File: src/rtl/mem_ctrl_if.sv
// Request/response bundle between the memory controller and its two clients
// (instruction fetch and the load/store buffer).
interface mem_ctrl_if;
  logic        if_req;
  logic [31:0] if_addr;
  logic        if_done;
  logic [31:0] if_data;
  logic        lsb_read_signal;
  logic        lsb_write_signal;
  logic [2:0]  requiring_length;
  logic [31:0] to_mem_addr;
  logic [31:0] to_mem_data;
  logic        load_signed;
  logic        mem_load_success;
  logic [31:0] from_mem_data;
  logic        mem_store_done;

  // Client side: raises requests, observes completions.
  modport master (
    output if_req, if_addr, lsb_read_signal, lsb_write_signal,
           requiring_length, to_mem_addr, to_mem_data, load_signed,
    input  if_done, if_data, mem_load_success, from_mem_data, mem_store_done
  );

  // Controller side: serves requests, reports completions.
  modport slave (
    input  if_req, if_addr, lsb_read_signal, lsb_write_signal,
           requiring_length, to_mem_addr, to_mem_data, load_signed,
    output if_done, if_data, mem_load_success, from_mem_data, mem_store_done
  );
endinterface

File: src/rtl/mem_ctrl.sv
// Byte-serial RAM controller arbitrating between instruction fetch and the
// load/store buffer; assembles little-endian words and stalls writes to a full
// I/O buffer.
module mem_ctrl #(
  parameter logic [1:0] IO_MASK_HI = 2'b11,
  parameter int         RD_LAT     = 1
) (
  input  logic        clk,
  input  logic        rst,
  input  logic        rdy_i,
  input  logic        jump_wrong_i,
  input  logic        io_buffer_full_i,
  input  logic [7:0]  mem_din_i,
  output logic [7:0]  mem_dout_o,
  output logic [31:0] mem_a_o,
  output logic        mem_wr_o,
  mem_ctrl_if.slave   bus
);
  typedef enum logic [1:0] {IDLE, FETCH, LOAD, STORE} state_t;

  localparam logic [2:0] LAT = 3'(RD_LAT);

  state_t      state_q, state_d;
  logic [2:0]  cnt_q, cnt_d;
  logic        lastGrant_q, lastGrant_d;
  logic [31:0] base_q, base_d;
  logic [2:0]  len_q, len_d;
  logic [31:0] wdata_q, wdata_d;
  logic [31:0] rdata_q, rdata_d;
  logic        sext_q, sext_d;

  logic        isRead;
  logic        capture;
  logic        readDone;
  logic        ioStall;
  logic        lsbReq;
  logic [1:0]  rdIdx;
  logic [1:0]  wrIdx;
  logic [31:0] rdWord;
  logic [31:0] loadExt;

  // Merge the byte currently returned by the RAM into the word being assembled;
  // the byte addressed LAT cycles ago lands in its little-endian lane.
  always_comb begin
    isRead   = (state_q == FETCH) || (state_q == LOAD);
    rdIdx    = 2'(cnt_q - LAT);
    capture  = isRead && (cnt_q >= LAT) && ((cnt_q - LAT) < len_q);
    readDone = isRead && (cnt_q == len_q + LAT - 3'd1);
    rdWord   = rdata_q;
    if (capture) begin
      rdWord[{rdIdx, 3'b000} +: 8] = mem_din_i;
    end
  end

  // Sub-word loads are sign- or zero-extended from their top byte lane.
  always_comb begin
    loadExt = rdWord;
    case (len_q)
      3'd1:    loadExt = {{24{sext_q & rdWord[7]}}, rdWord[7:0]};
      3'd2:    loadExt = {{16{sext_q & rdWord[15]}}, rdWord[15:0]};
      default: loadExt = rdWord;
    endcase
  end

  // Next-state and output logic: arbitration, byte sequencing, I/O stall and flush.
  always_comb begin
    state_d     = state_q;
    cnt_d       = cnt_q;
    lastGrant_d = lastGrant_q;
    base_d      = base_q;
    len_d       = len_q;
    wdata_d     = wdata_q;
    rdata_d     = rdata_q;
    sext_d      = sext_q;

    lsbReq     = bus.lsb_read_signal | bus.lsb_write_signal;
    wrIdx      = cnt_q[1:0];
    mem_a_o    = (state_q == IDLE) ? 32'h0 : base_q + {29'h0, cnt_q};
    mem_dout_o = 8'h00;
    mem_wr_o   = 1'b0;
    ioStall    = 1'b0;

    bus.if_done          = 1'b0;
    bus.mem_load_success = 1'b0;
    bus.mem_store_done   = 1'b0;
    bus.if_data          = rdWord;
    bus.from_mem_data    = loadExt;

    if (state_q == STORE && cnt_q < len_q) begin
      mem_dout_o = wdata_q[{wrIdx, 3'b000} +: 8];
      ioStall    = (mem_a_o[17:16] == IO_MASK_HI) && io_buffer_full_i;
      mem_wr_o   = rdy_i && !ioStall;
    end

    if (rdy_i) begin
      case (state_q)
        IDLE: begin
          if (!jump_wrong_i) begin
            if (bus.if_req && (!lsbReq || lastGrant_q)) begin
              state_d     = FETCH;
              base_d      = bus.if_addr;
              len_d       = 3'd4;
              rdata_d     = 32'h0;
              cnt_d       = 3'd0;
              lastGrant_d = 1'b0;
            end else if (lsbReq) begin
              state_d     = bus.lsb_write_signal ? STORE : LOAD;
              base_d      = bus.to_mem_addr;
              len_d       = bus.requiring_length;
              wdata_d     = bus.to_mem_data;
              sext_d      = bus.load_signed;
              rdata_d     = 32'h0;
              cnt_d       = 3'd0;
              lastGrant_d = 1'b1;
            end
          end
        end
        FETCH, LOAD: begin
          if (jump_wrong_i) begin
            state_d = IDLE;
            cnt_d   = 3'd0;
          end else if (readDone) begin
            bus.if_done          = (state_q == FETCH);
            bus.mem_load_success = (state_q == LOAD);
            rdata_d              = rdWord;
            state_d              = IDLE;
            cnt_d                = 3'd0;
          end else begin
            rdata_d = rdWord;
            cnt_d   = cnt_q + 3'd1;
          end
        end
        STORE: begin
          if (cnt_q == len_q) begin
            bus.mem_store_done = 1'b1;
            state_d            = IDLE;
            cnt_d              = 3'd0;
          end else if (!ioStall) begin
            cnt_d = cnt_q + 3'd1;
          end
        end
        default: state_d = IDLE;
      endcase
    end
  end

  // State register; reset abandons any transfer and favours fetch on the first tie.
  always_ff @(posedge clk) begin
    if (rst) begin
      state_q     <= IDLE;
      cnt_q       <= 3'd0;
      lastGrant_q <= 1'b1;
      base_q      <= 32'h0;
      len_q       <= 3'd0;
      wdata_q     <= 32'h0;
      rdata_q     <= 32'h0;
      sext_q      <= 1'b0;
    end else begin
      state_q     <= state_d;
      cnt_q       <= cnt_d;
      lastGrant_q <= lastGrant_d;
      base_q      <= base_d;
      len_q       <= len_d;
      wdata_q     <= wdata_d;
      rdata_q     <= rdata_d;
      sext_q      <= sext_d;
    end
  end
endmodule
File: src/flat_wrapper.sv
// flat-port wrapper written by rule: the top's interface ports become plain ports
module mem_ctrl_flat 
#(
  parameter logic [1:0] IO_MASK_HI = 2'b11,
  parameter int         RD_LAT     = 1
)
  (clk, rst, rdy_i, jump_wrong_i, io_buffer_full_i, mem_din_i, mem_dout_o, mem_a_o, mem_wr_o, bus_if_req, bus_if_addr, bus_lsb_read_signal, bus_lsb_write_signal, bus_requiring_length, bus_to_mem_addr, bus_to_mem_data, bus_load_signed, bus_if_done, bus_if_data, bus_mem_load_success, bus_from_mem_data, bus_mem_store_done);
  mem_ctrl_if bus_i ();
  input  logic clk;
  input  logic rst;
  input  logic rdy_i;
  input  logic jump_wrong_i;
  input  logic io_buffer_full_i;
  input  logic [7:0] mem_din_i;
  output logic [7:0] mem_dout_o;
  output logic [31:0] mem_a_o;
  output logic mem_wr_o;
  input wire logic [$bits(bus_i.if_req)-1:0] bus_if_req;
  input wire logic [$bits(bus_i.if_addr)-1:0] bus_if_addr;
  input wire logic [$bits(bus_i.lsb_read_signal)-1:0] bus_lsb_read_signal;
  input wire logic [$bits(bus_i.lsb_write_signal)-1:0] bus_lsb_write_signal;
  input wire logic [$bits(bus_i.requiring_length)-1:0] bus_requiring_length;
  input wire logic [$bits(bus_i.to_mem_addr)-1:0] bus_to_mem_addr;
  input wire logic [$bits(bus_i.to_mem_data)-1:0] bus_to_mem_data;
  input wire logic [$bits(bus_i.load_signed)-1:0] bus_load_signed;
  output wire logic [$bits(bus_i.if_done)-1:0] bus_if_done;
  output wire logic [$bits(bus_i.if_data)-1:0] bus_if_data;
  output wire logic [$bits(bus_i.mem_load_success)-1:0] bus_mem_load_success;
  output wire logic [$bits(bus_i.from_mem_data)-1:0] bus_from_mem_data;
  output wire logic [$bits(bus_i.mem_store_done)-1:0] bus_mem_store_done;
  assign bus_i.if_req = bus_if_req;
  assign bus_i.if_addr = bus_if_addr;
  assign bus_i.lsb_read_signal = bus_lsb_read_signal;
  assign bus_i.lsb_write_signal = bus_lsb_write_signal;
  assign bus_i.requiring_length = bus_requiring_length;
  assign bus_i.to_mem_addr = bus_to_mem_addr;
  assign bus_i.to_mem_data = bus_to_mem_data;
  assign bus_i.load_signed = bus_load_signed;
  assign bus_if_done = bus_i.if_done;
  assign bus_if_data = bus_i.if_data;
  assign bus_mem_load_success = bus_i.mem_load_success;
  assign bus_from_mem_data = bus_i.from_mem_data;
  assign bus_mem_store_done = bus_i.mem_store_done;
  mem_ctrl #(.IO_MASK_HI(IO_MASK_HI), .RD_LAT(RD_LAT)) u_core (.clk(clk), .rst(rst), .rdy_i(rdy_i), .jump_wrong_i(jump_wrong_i), .io_buffer_full_i(io_buffer_full_i), .mem_din_i(mem_din_i), .mem_dout_o(mem_dout_o), .mem_a_o(mem_a_o), .mem_wr_o(mem_wr_o), .bus(bus_i));
endmodule
File: config.mk
export PLATFORM = sky130hd
export DESIGN_NAME = mem_ctrl_flat
export DESIGN_NICKNAME = d
export VERILOG_FILES = /design/src/rtl/mem_ctrl_if.sv /design/src/rtl/mem_ctrl.sv /design/src/flat_wrapper.sv
export SDC_FILE = /design/constraint.sdc
export NUM_CORES = 1
export LEC_CHECK = 0
export CORE_ASPECT_RATIO = 0.6
export CORE_MARGIN = 5
export CORE_UTILIZATION = 47
export CTS_BUF_LIST = sky130_fd_sc_hd__clkbuf_8
export DETAILED_ROUTE_END_ITERATION = 10
export PLACE_DENSITY_LB_ADDON = 0.12
export SETUP_SLACK_MARGIN = 0.02
export SYNTH_ARGS = -nofsm -noshare
export SYNTH_HDL_FRONTEND = slang
export SYNTH_SLANG_ARGS = --single-unit
export TNS_END_PERCENT = 30
File: constraint.sdc
create_clock -name clk -period 4.19 [get_ports clk]
set_input_delay 0.6285 -clock clk [delete_from_list [all_inputs] [get_ports clk]]
set_output_delay 0.6285 -clock clk [all_outputs]
set_load 0.02 [all_outputs]
==> results of run 1 <==
[flip-flops by register name, indices dropped and copies added, names as in the netlist]
name and count:
u_core.lastGrant_q 1, u_core.state_q 2, u_core.len_q 3, u_core.base_q 32, u_core.wdata_q 32, u_core.sext_q 1, u_core.rdata_q 32, u_core.cnt_q 3
[kinds of logic (layout without fill, tap and decap cells)]
family | after synthesis | count (layout) | synth area share
AND/OR/NAND/NOR | 405 | 406 | 0.2882
XOR/XNOR | 30 | 30 | 0.04112
flip-flops | 106 | 106 | 0.3321
adder cells (fa/ha/maj) | 21 | 21 | 0.04230
buffers and inverters | 98 | 299 | 0.06540
AO/OA/AOI/OAI | 137 | 137 | 0.1488
multiplexers | 41 | 41 | 0.08204
[through the flow]
step,power (mW),cell area [µm²]
2_1_floorplan,1.324,6390
3_3_place_gp,1.525,8706
3_5_place_dp,1.530,8706
4_1_cts,2.240,9029
5_1_grt,2.325,9279
6_report,2.228,9279
[power breakdown]
| part | switching (mW) | total (mW) | internal (mW) |
|---|---|---|---|
| Sequential | 0.0420 | 1.09 | 1.05 |
| Clock | 0.410 | 0.708 | 0.299 |
| Combinational | 0.224 | 0.429 | 0.205 |
[final cells by class]
type / count / share of cell area
well taps: 175 / 0.02360
multi-input cells: 635 / 0.4370
clock inverters: 7 / 0.01160
repair buffers: 248 / 0.2714
flip-flops and latches: 106 / 0.2288
clock buffers: 9 / 0.01335
inverters: 35 / 0.01416
[path summary, 6_finish.rpt]
path,start,cells after the start,end
max reg2reg,u_core.state_q[0],8,u_core.base_q[6]
max,u_core.cnt_q[0],11,bus_if_data[26]
min,u_core.wdata_q[22],2,u_core.wdata_q[22]
min reg2reg,u_core.wdata_q[22],2,u_core.wdata_q[22]
[cell usage in the layout (no fill, tap or decap), types with 17 or more instances in the layout]
master,n
a21oi_1,41
a22oi_1,27
a311oi_1,32
and3_1,17
buf_4,22
clkdlybuf4s50_1,198
dfxtp_1,105
dlymetal6s2s_1,24
ha_1,20
inv_1,35
nand2_1,185
nand3_1,31
nor2_1,101
xor2_1,22
[critical path: cells and delay by family (launching register included)]
| kind | cells | cell delay, ns |
|---|---|---|
| fa+ha+maj | 2 | 0.58 |
| mux | 1 | 0.25 |
| buf+inv | 5 | 1.20 |
| simple gates | 2 | 0.23 |
| flops | 1 | 0.39 |
| compound gates | 1 | 0.20 |
[timing repair]
action / 4_1_cts / 5_1_grt
endpoints found under the setup margin: 25 / 41
buffers inserted: 3 / 6
gates cloned: 1 / 0
pin swaps: 3 / 2
resized for setup: 8 / 47
[metal layers]
metal  track usage  up-vias
li1              -     3260
met1        0.3564     3019
met2        0.3562      246
met3       0.05909       13
met4       0.03900        0
met5             0        -
==> impl_metrics.env, run 1 <==
export IMPL_status="finished clean"
export IMPL_grt_pass1_wl_mm=31.67
export IMPL_synth_fp_nets=975
export IMPL_cts_root_buf="clkbuf_8"
export IMPL_holdBufCountCts=0
export IMPL_synth_top_flop_cell="dfxtp_1"
export IMPL_vias_per_cell=5.381
export IMPL_synth_seq_cells=106
export IMPL_top_layer="met4"
export IMPL_nets=1172
export IMPL_grt_overflow=0
export IMPL_tightest_slew_ns=1.048
export IMPL_cp_slowest_cell="clkdlybuf4s50_1"
export IMPL_wl_met1_mm=9.951
export IMPL_fin_crit_sh=0.9251
export IMPL_fin_crit_ns=3.876
export IMPL_fin_util=0.6872
export IMPL_coreArea_mm2=0.01350
export IMPL_wl_met2_mm=8.557
export IMPL_setup_slack_ns=0.3139
export IMPL_synth_avg_cell_area_um2=7.625
export IMPL_dr_total_vias=6538
export IMPL_initial_utilization=0.4733
export IMPL_ios=224
export IMPL_portBuffers=223
export IMPL_dieWidth_um=160.5
export IMPL_fin_skew_ns=0.02403
export IMPL_hold_violations=0
export IMPL_drive_gt1_frac=0.08846
export IMPL_synth_top_area_share=0.3321
export IMPL_r2r_setup_slack_ns=1.41
export IMPL_multi_input_area_mm2=0.004055
export IMPL_cts_buffers=9
export IMPL_ys_top_cells_by_area="dfxtp_1 33%, nand2_1 11%, nor2_1 6.0%"
export IMPL_fill_cells=1139
export IMPL_yosysTopAreaCell="dfxtp_1"
export IMPL_p_leak_nw=3.923
export IMPL_netlist_area_mm2=0.006390
export IMPL_drtAntennaViolNets=0
export IMPL_worst_ep_required_time_ns=3.56
export IMPL_ys_types=54
export IMPL_dp_cells=1189
export IMPL_power_density_mw_per_mm2=240.1
export IMPL_max_freq_mhz=258.0
export IMPL_regArea_mm2=0.002123
export IMPL_synth_edf_count=0
export IMPL_wire_per_inst_um=16.69
export IMPL_worstHoldPathType="flip-flop to flip-flop"
export IMPL_synth_yosys_seq_area_share=0.3321
export IMPL_stdcell_count=1215
export IMPL_irDropWorstVdd_uv=211.3
export IMPL_clkTransAtPathRegs_ns=0.12
export IMPL_slew_headroom=0.3016
export IMPL_critical_path_class="flip-flop to output port"
export IMPL_dpl_hpwl_mm=14.69
export IMPL_routed_wl_mm=20.28
export IMPL_grt_util_all_layers=0.2394
export IMPL_gp_congestion=0.8516
export IMPL_cts_buffer_depth=2
export IMPL_die_area_mm2=0.01610
export IMPL_clk_insertion_delay_late_ns=0.39
export IMPL_hold_slack_ns=0.4629
export IMPL_synth_top_cells_by_count="185 x nand2_1, 106 x dfxtp_1, 102 x nor2_1"
export IMPL_crit_path_end_kind="output port"
export IMPL_drc=0
export IMPL_yosys_warnings=0
export IMPL_syn_to_final_growth_pct=45.21
export IMPL_async_reset_ff_frac=0
export IMPL_rows=33
export IMPL_die_y_um=100.3
export IMPL_htree_num_levels=3
export IMPL_tns_ns=0
export IMPL_yosysMostFrequentCell="nand2_1"
export IMPL_post_place_ws_ns=0.1944
export IMPL_path_cells="inv_1, ha_1, inv_1, ha_1, nor2b_1, o21ai_4, buf_4, nand4_4, buf_12, mux2i_1, clkdlybuf4s50_1"
export IMPL_dr_pass1_iters=7
export IMPL_cts_sinks=106
export IMPL_synthCells=838
export IMPL_arrival_ns=3.25
export IMPL_drv_cap=0
export IMPL_routed_wl_met3_mm=1.632
export IMPL_antenna_found_initial=0
export IMPL_drt_initial_drc_count=455
export IMPL_critPathLaunchType="flip-flop"
export IMPL_tritoncts="yes"
export IMPL_antennaDiodeCount=0
export IMPL_grt_pass1_vias=6017
export IMPL_critPathMaxFanout=8
export IMPL_slew_viol_final=0
export IMPL_grt_max_degree=62
export IMPL_rsz0062_at_grt="false"
export IMPL_setup_viol=0
export IMPL_max_stage_delay_ns=0.66
No activity file was read; power rests on OpenSTA's default activity.
==> run 2, diff against run 1 <==
--- a/config.mk
+++ b/config.mk
@@ -5,9 +5,10 @@
 export SDC_FILE = /design/constraint.sdc
 export NUM_CORES = 1
 export LEC_CHECK = 0
+export ABC_AREA = 1
 export CORE_ASPECT_RATIO = 0.6
 export CORE_MARGIN = 5
-export CORE_UTILIZATION = 47
+export CORE_UTILIZATION = 48
 export CTS_BUF_LIST = sky130_fd_sc_hd__clkbuf_8
 export DETAILED_ROUTE_END_ITERATION = 10
 export PLACE_DENSITY_LB_ADDON = 0.12
==> impl_metrics.env, run 2 <==
export IMPL_initial_utilization=0.4904
export IMPL_vias_per_cell=5.258
export IMPL_synth_edf_count=0
export IMPL_placed_cell_area_mm2=0.008955
export IMPL_die_y_um=101.5
export IMPL_power_density_mw_per_mm2=267.1
export IMPL_tritoncts="yes"
export IMPL_synth_top_area_share=0.3166
export IMPL_cts_buffer_depth=2
export IMPL_ios=224
export IMPL_drive_gt1_frac=0.06672
export IMPL_grtUsageMet3=0.07279
export IMPL_cts_sinks=106
export IMPL_tns_ns=0
export IMPL_grt_busiest_layer="met1"
export IMPL_cp_slowest_cell="clkdlybuf4s50_1"
export IMPL_final_common_cell="nand2_1"
export IMPL_dieWidth_um=162.6
export IMPL_synth_top_flop_cell="dfxtp_1"
export IMPL_rsz0062_at_grt="false"
export IMPL_yosys_warnings=0
export IMPL_synth_yosys_seq_area_share=0.3166
export IMPL_grt_max_degree=70
export IMPL_fill_cells=1234
export IMPL_dr_pass1_iters=5
export IMPL_fin_area_mm2=0.009315
export IMPL_tightest_slew_ns=1.108
export IMPL_critical_path_class="flip-flop to output port"
export IMPL_p_leak_nw=4.332
export IMPL_portBuffers=223
export IMPL_drc=0
export IMPL_synth_seq_cells=106
export IMPL_max_freq_mhz=251.1
export IMPL_fin_crit_sh=0.9506
export IMPL_rows=33
export IMPL_use_met1=0.4027
export IMPL_critPathMaxFanout=41
export IMPL_htree_num_levels=3
export IMPL_setup_viol=0
export IMPL_crit_path_end_kind="output port"
export IMPL_ys_types=38
export IMPL_async_reset_ff_frac=0
export IMPL_grt_use_met2=0.3579
export IMPL_cts_buffers=9
export IMPL_dpl_hpwl_mm=16.43
export IMPL_coreArea_mm2=0.01367
export IMPL_dp_cells=1414
export IMPL_ys_top_cells_by_area="dfxtp_1 32%, nand2_1 14%, nor2_1 8.5%"
export IMPL_worst_ep_required_time_ns=3.56
export IMPL_irDropWorstVdd_uv=158.3
export IMPL_fin_crit_ns=3.983
export IMPL_arrival_ns=3.35
export IMPL_stdcell_count=1436
export IMPL_antennaDiodeCount=0
export IMPL_clkTransAtPathRegs_ns=0.10
export IMPL_yosysTopAreaCell="dfxtp_1"
export IMPL_path_cells="buf_12, ha_1, nand3_1, nand3_1, inv_1, nor2_1, inv_1, nor3_1, nand3_1, xor2_1, nor2_1, clkdlybuf4s50_1"
export IMPL_grt_util_all_layers=0.2587
export IMPL_gp_congestion=0.9187
export IMPL_hold_slack_ns=0.4688
export IMPL_antenna_found_initial=0
export IMPL_synthCells=1048
export IMPL_syn_to_final_growth_pct=38.98
export IMPL_nets=1376
export IMPL_hold_violations=0
export IMPL_grt_pass1_vias=6634
export IMPL_slew_viol_final=0
export IMPL_yosysMostFrequentCell="nand2_1"
export IMPL_post_place_ws_ns=0.1061
export IMPL_cp_top_family="simple AND/OR/NAND/NOR gates"
export IMPL_routed_wl_mm=22.10
export IMPL_worst_path_most_repeated_cell="nand3_1"
export IMPL_critPathLaunchType="flip-flop"
export IMPL_synth_top_cells_by_count="255 x nand2_1, 151 x nor2_1, 106 x dfxtp_1"
export IMPL_netlist_area_mm2=0.006703
export IMPL_grt_pass1_wl_mm=34.82
export IMPL_drv_cap=0
export IMPL_slew_headroom=0.2606
export IMPL_synth_fp_nets=1185
export IMPL_cts_root_buf="clkbuf_8"
export IMPL_drtAntennaViolNets=0
export IMPL_wire_per_inst_um=15.39
export IMPL_setup_slack_ns=0.2072
export IMPL_worstHoldPathType="flip-flop to flip-flop"
export IMPL_max_stage_delay_ns=0.63
export IMPL_total_power_mw=2.488
export IMPL_die_area_mm2=0.01651
export IMPL_fin_util=0.6816
export IMPL_reg_top3="u_core.base_q: 32 flops, u_core.rdata_q: 32 flops, u_core.wdata_q: 32 flops"
export IMPL_fin_skew_ns=0.01518
export IMPL_clk_insertion_delay_late_ns=0.37
export IMPL_crit_buf_inv=4
export IMPL_grt_overflow=0
export IMPL_synth_avg_cell_area_um2=6.396
export IMPL_drt_initial_drc_count=749
export IMPL_dr_total_vias=7550
export IMPL_mostFrequentLayoutCells="254 x nand2_1, 194 x clkdlybuf4s50_1, 149 x nor2_1"
export IMPL_status="finished clean"
-- run 2: cells by family (layout without fill, tap and decap cells) --
| logic type | Yosys count | after routing | share of synthesized area |
|---|---|---|---|
| xor+xnor | 8 | 8 | 0.01045 |
| flops | 106 | 106 | 0.3166 |
| fa+ha+maj | 21 | 21 | 0.04032 |
| compound gates | 205 | 205 | 0.1800 |
| simple gates | 554 | 555 | 0.3528 |
| buf+inv | 154 | 349 | 0.09987 |
-- run 2: worst paths after layout --
check	from	end	slack, ns	cells past startpoint
max	u_core.cnt_q[0]	mem_a_o[31]	0.21	12
min	u_core.rdata_q[4]	u_core.rdata_q[4]	0.47	2
max reg2reg	u_core.state_q[0]	u_core.rdata_q[21]	1.33	9
min reg2reg	u_core.rdata_q[4]	u_core.rdata_q[4]	0.47	2
-- run 2: area by class of cell --
| cell class | count | area, µm² | area share |
|---|---|---|---|
| Sequential cell | 106 | 2122 | 0.2278 |
| Tap cell | 192 | 240.2 | 0.02579 |
| Clock inverter | 6 | 58.81 | 0.006313 |
| Timing Repair Buffer | 241 | 2452 | 0.2633 |
| Multi-Input combinational cell | 789 | 3959 | 0.4250 |
| Clock buffer | 10 | 137.6 | 0.01478 |
| Inverter | 92 | 345.3 | 0.03707 |
-- run 2: tightest hold or removal path, cell delays in order (launching register included) --
cell and delay (ns):
dfxtp_1 0.32, nand2_1 0.06, a21oi_1 0.05
-- run 2: where the power goes --
| group | switching (mW) | internal, mW |
|---|---|---|
| registers | 0.0604 | 1.07 |
| clock network | 0.384 | 0.246 |
| logic | 0.438 | 0.294 |
-- run 2: what timing repair did --
item,4_1_cts,5_1_grt
resized for setup,5,35
pin swaps,2,0
buffers inserted,5,0
endpoints found under the setup margin,26,47
cloned,1,0
hold buffers,0,0
-- run 2: metal layers --
| layer | routed length, µm | part of all wire | vias up |
|---|---|---|---|
| met5 | 0 | 0 | - |
| met4 | 165 | 0.0075 | 0 |
| met3 | 2435 | 0.11 | 11 |
| met2 | 8629 | 0.39 | 358 |
| met1 | 10870 | 0.49 | 3378 |
| li1 | - | - | 3803 |
==> patch (config.mk and constraints of run 1) <==
Take the reset off `rdata_q` and load it in a clocked block of its own.
--- a/src/rtl/mem_ctrl.sv
+++ b/src/rtl/mem_ctrl.sv
@@ -153,7 +153,6 @@
       base_q      <= 32'h0;
       len_q       <= 3'd0;
       wdata_q     <= 32'h0;
-      rdata_q     <= 32'h0;
       sext_q      <= 1'b0;
     end else begin
       state_q     <= state_d;
@@ -162,8 +161,11 @@
       base_q      <= base_d;
       len_q       <= len_d;
       wdata_q     <= wdata_d;
-      rdata_q     <= rdata_d;
       sext_q      <= sext_d;
     end
   end
+
+  always_ff @(posedge clk) begin
+    rdata_q <= rdata_d;
+  end
 endmodule
Formal check against the unedited RTL: differs if rst is asserted again (counterexample within 4 cycles, from zero or initial values and one cycle with rst high); with rst held inactive, the same outputs for 4 cycles.
==> patch against run 1 <==
Largest power group unchanged. Non-clock buffer count shrank 11. Synthesized area increased by 2.1%. Total power is 15% higher. Design area is 2.0% lower. Global-route usage decreased by 1.0 points. Highest routed layer unchanged. Sequential power rose by 10%. Critical path depth down 2. Sequential cell count is the same. Wire length down 3.9%. Setup slack lost 0.16 ns. Die area is 1.9% higher. Register-to-register slack got worse by 0.28 ns. Core utilization decreased by 2.0 points.
==> patch: results (changes against run 1) <==
* Overall Power at 2.571 mW (was 2.228 mW)
* GR Layer Usage met2 at 0.3398 (was 0.3562)
* Layout cells sized above 1 at 0.07996 (was 0.08846)
* Synthesized Nets at 950 (was 975)
* Pre-CTS WS at 0.3531 ns (was 0.1944 ns)
* Met3 WL at 1.648 mm (was 1.632 mm)
* Worst IR Drop VDD at 170.6 uV (was 211.3 uV)
* GRT Total Usage at 0.2294 (was 0.2394)
* Number of global-route vias before repair at 5784 (was 6017)
* 1st-iter DRT viols at 484 (was 455)
* Sequential Power Share at 0.465 (was 0.490)
* Hpwl dp at 14.59 mm (was 14.69 mm)
* Sequential share of the synthesized area at 0.3743 (was 0.3321)
* Slew margin rel. at 0.2317 (was 0.3016)
* Drt first pass iters at 5 (was 7)
* Post-Synth Adder-Cell Area at 0.04142 (was 0.04229)
* Hold slack at 0.4622 ns (was 0.4629 ns)
* Metal1 wirelength at 9.377 mm (was 9.951 mm)
* Synth Area in Compound Gates at 0.1321 (was 0.1488)
* Status: finished clean (unchanged)
* Crit path to: bus_if_data[25] (was bus_if_data[26])
* Multiplexer area fraction after synthesis at 0.05369 (was 0.08204)
* Worst R2R End: u_core.len_q[2] (was u_core.base_q[6])
* Xor and xnor area share after synthesis at 0.03356 (was 0.04112)
* Synth area leaders: dfxtp_1 (23%), edfxtp_1 (15%), nand2_1 (12%), a311oi_1 (4.4%), nor2_1 (4.2%) (was dfxtp_1 (33%), nand2_1 (11%), nor2_1 (6.0%), a311oi_1 (4.4%), ha_1 (3.9%))
* Post-Layout Cell Count at 1188 (was 1215)
* Post-synth EDFFs at 32 (was 0)
* Area after DPL at 8855 um2 (was 8706 um2)
* Worst endpoint data arrival time at 3.41 ns (was 3.25 ns)
* Max Freq at 0.2476 GHz (was 0.2580 GHz)
* Met1 usage at 0.3415 (was 0.3564)
* Clk pwr share at 0.254 (was 0.318)
* DR vias/cell at 5.297 (was 5.381)
* Min-delay src: u_core.wdata_q[10] (was u_core.wdata_q[22])
==> patch: changes by cell type in the layout (fill, tap and decap cells not counted), sizes merged, moves of 11 or more <==
cell,before,now
xor2,22,11
buf,26,15
dlymetal6s2s,24,8
and2,16,29
edfxtp,0,32
and3,17,3
dlygate4sd2,0,16
a21oi,41,54
a22oi,27,2
nor2,103,75
dfxtp,106,74
nand2,185,213
nand3,32,18
==> patch: final cells by class <==
class	count	area, um2
Clock inverter	6	67.56
Timing Repair Buffer	237	2345
Clock buffer	10	137.6
Tap cell	175	219.0
Inverter	39	146.4
Sequential cell	106	2442
Fill cell	1239	4528
Multi-Input combinational cell	615	3740
==> patch: kinds of logic after synthesis <==
kind of cell,after synthesis
and+or+nand+nor,413
buffers and inverters,92
DFF,106
adders and majority gates,21
muxes,25
AOI/OAI and AO/OA,131
xor gates and xnor gates,25
==> patch: what timing repair did <==
| item | 4_1_cts | 5_1_grt |
|---|---|---|
| pin swaps | 0 | 1 |
| gates resized for setup | 18 | 16 |
| setup endpoints to repair | 17 | 34 |
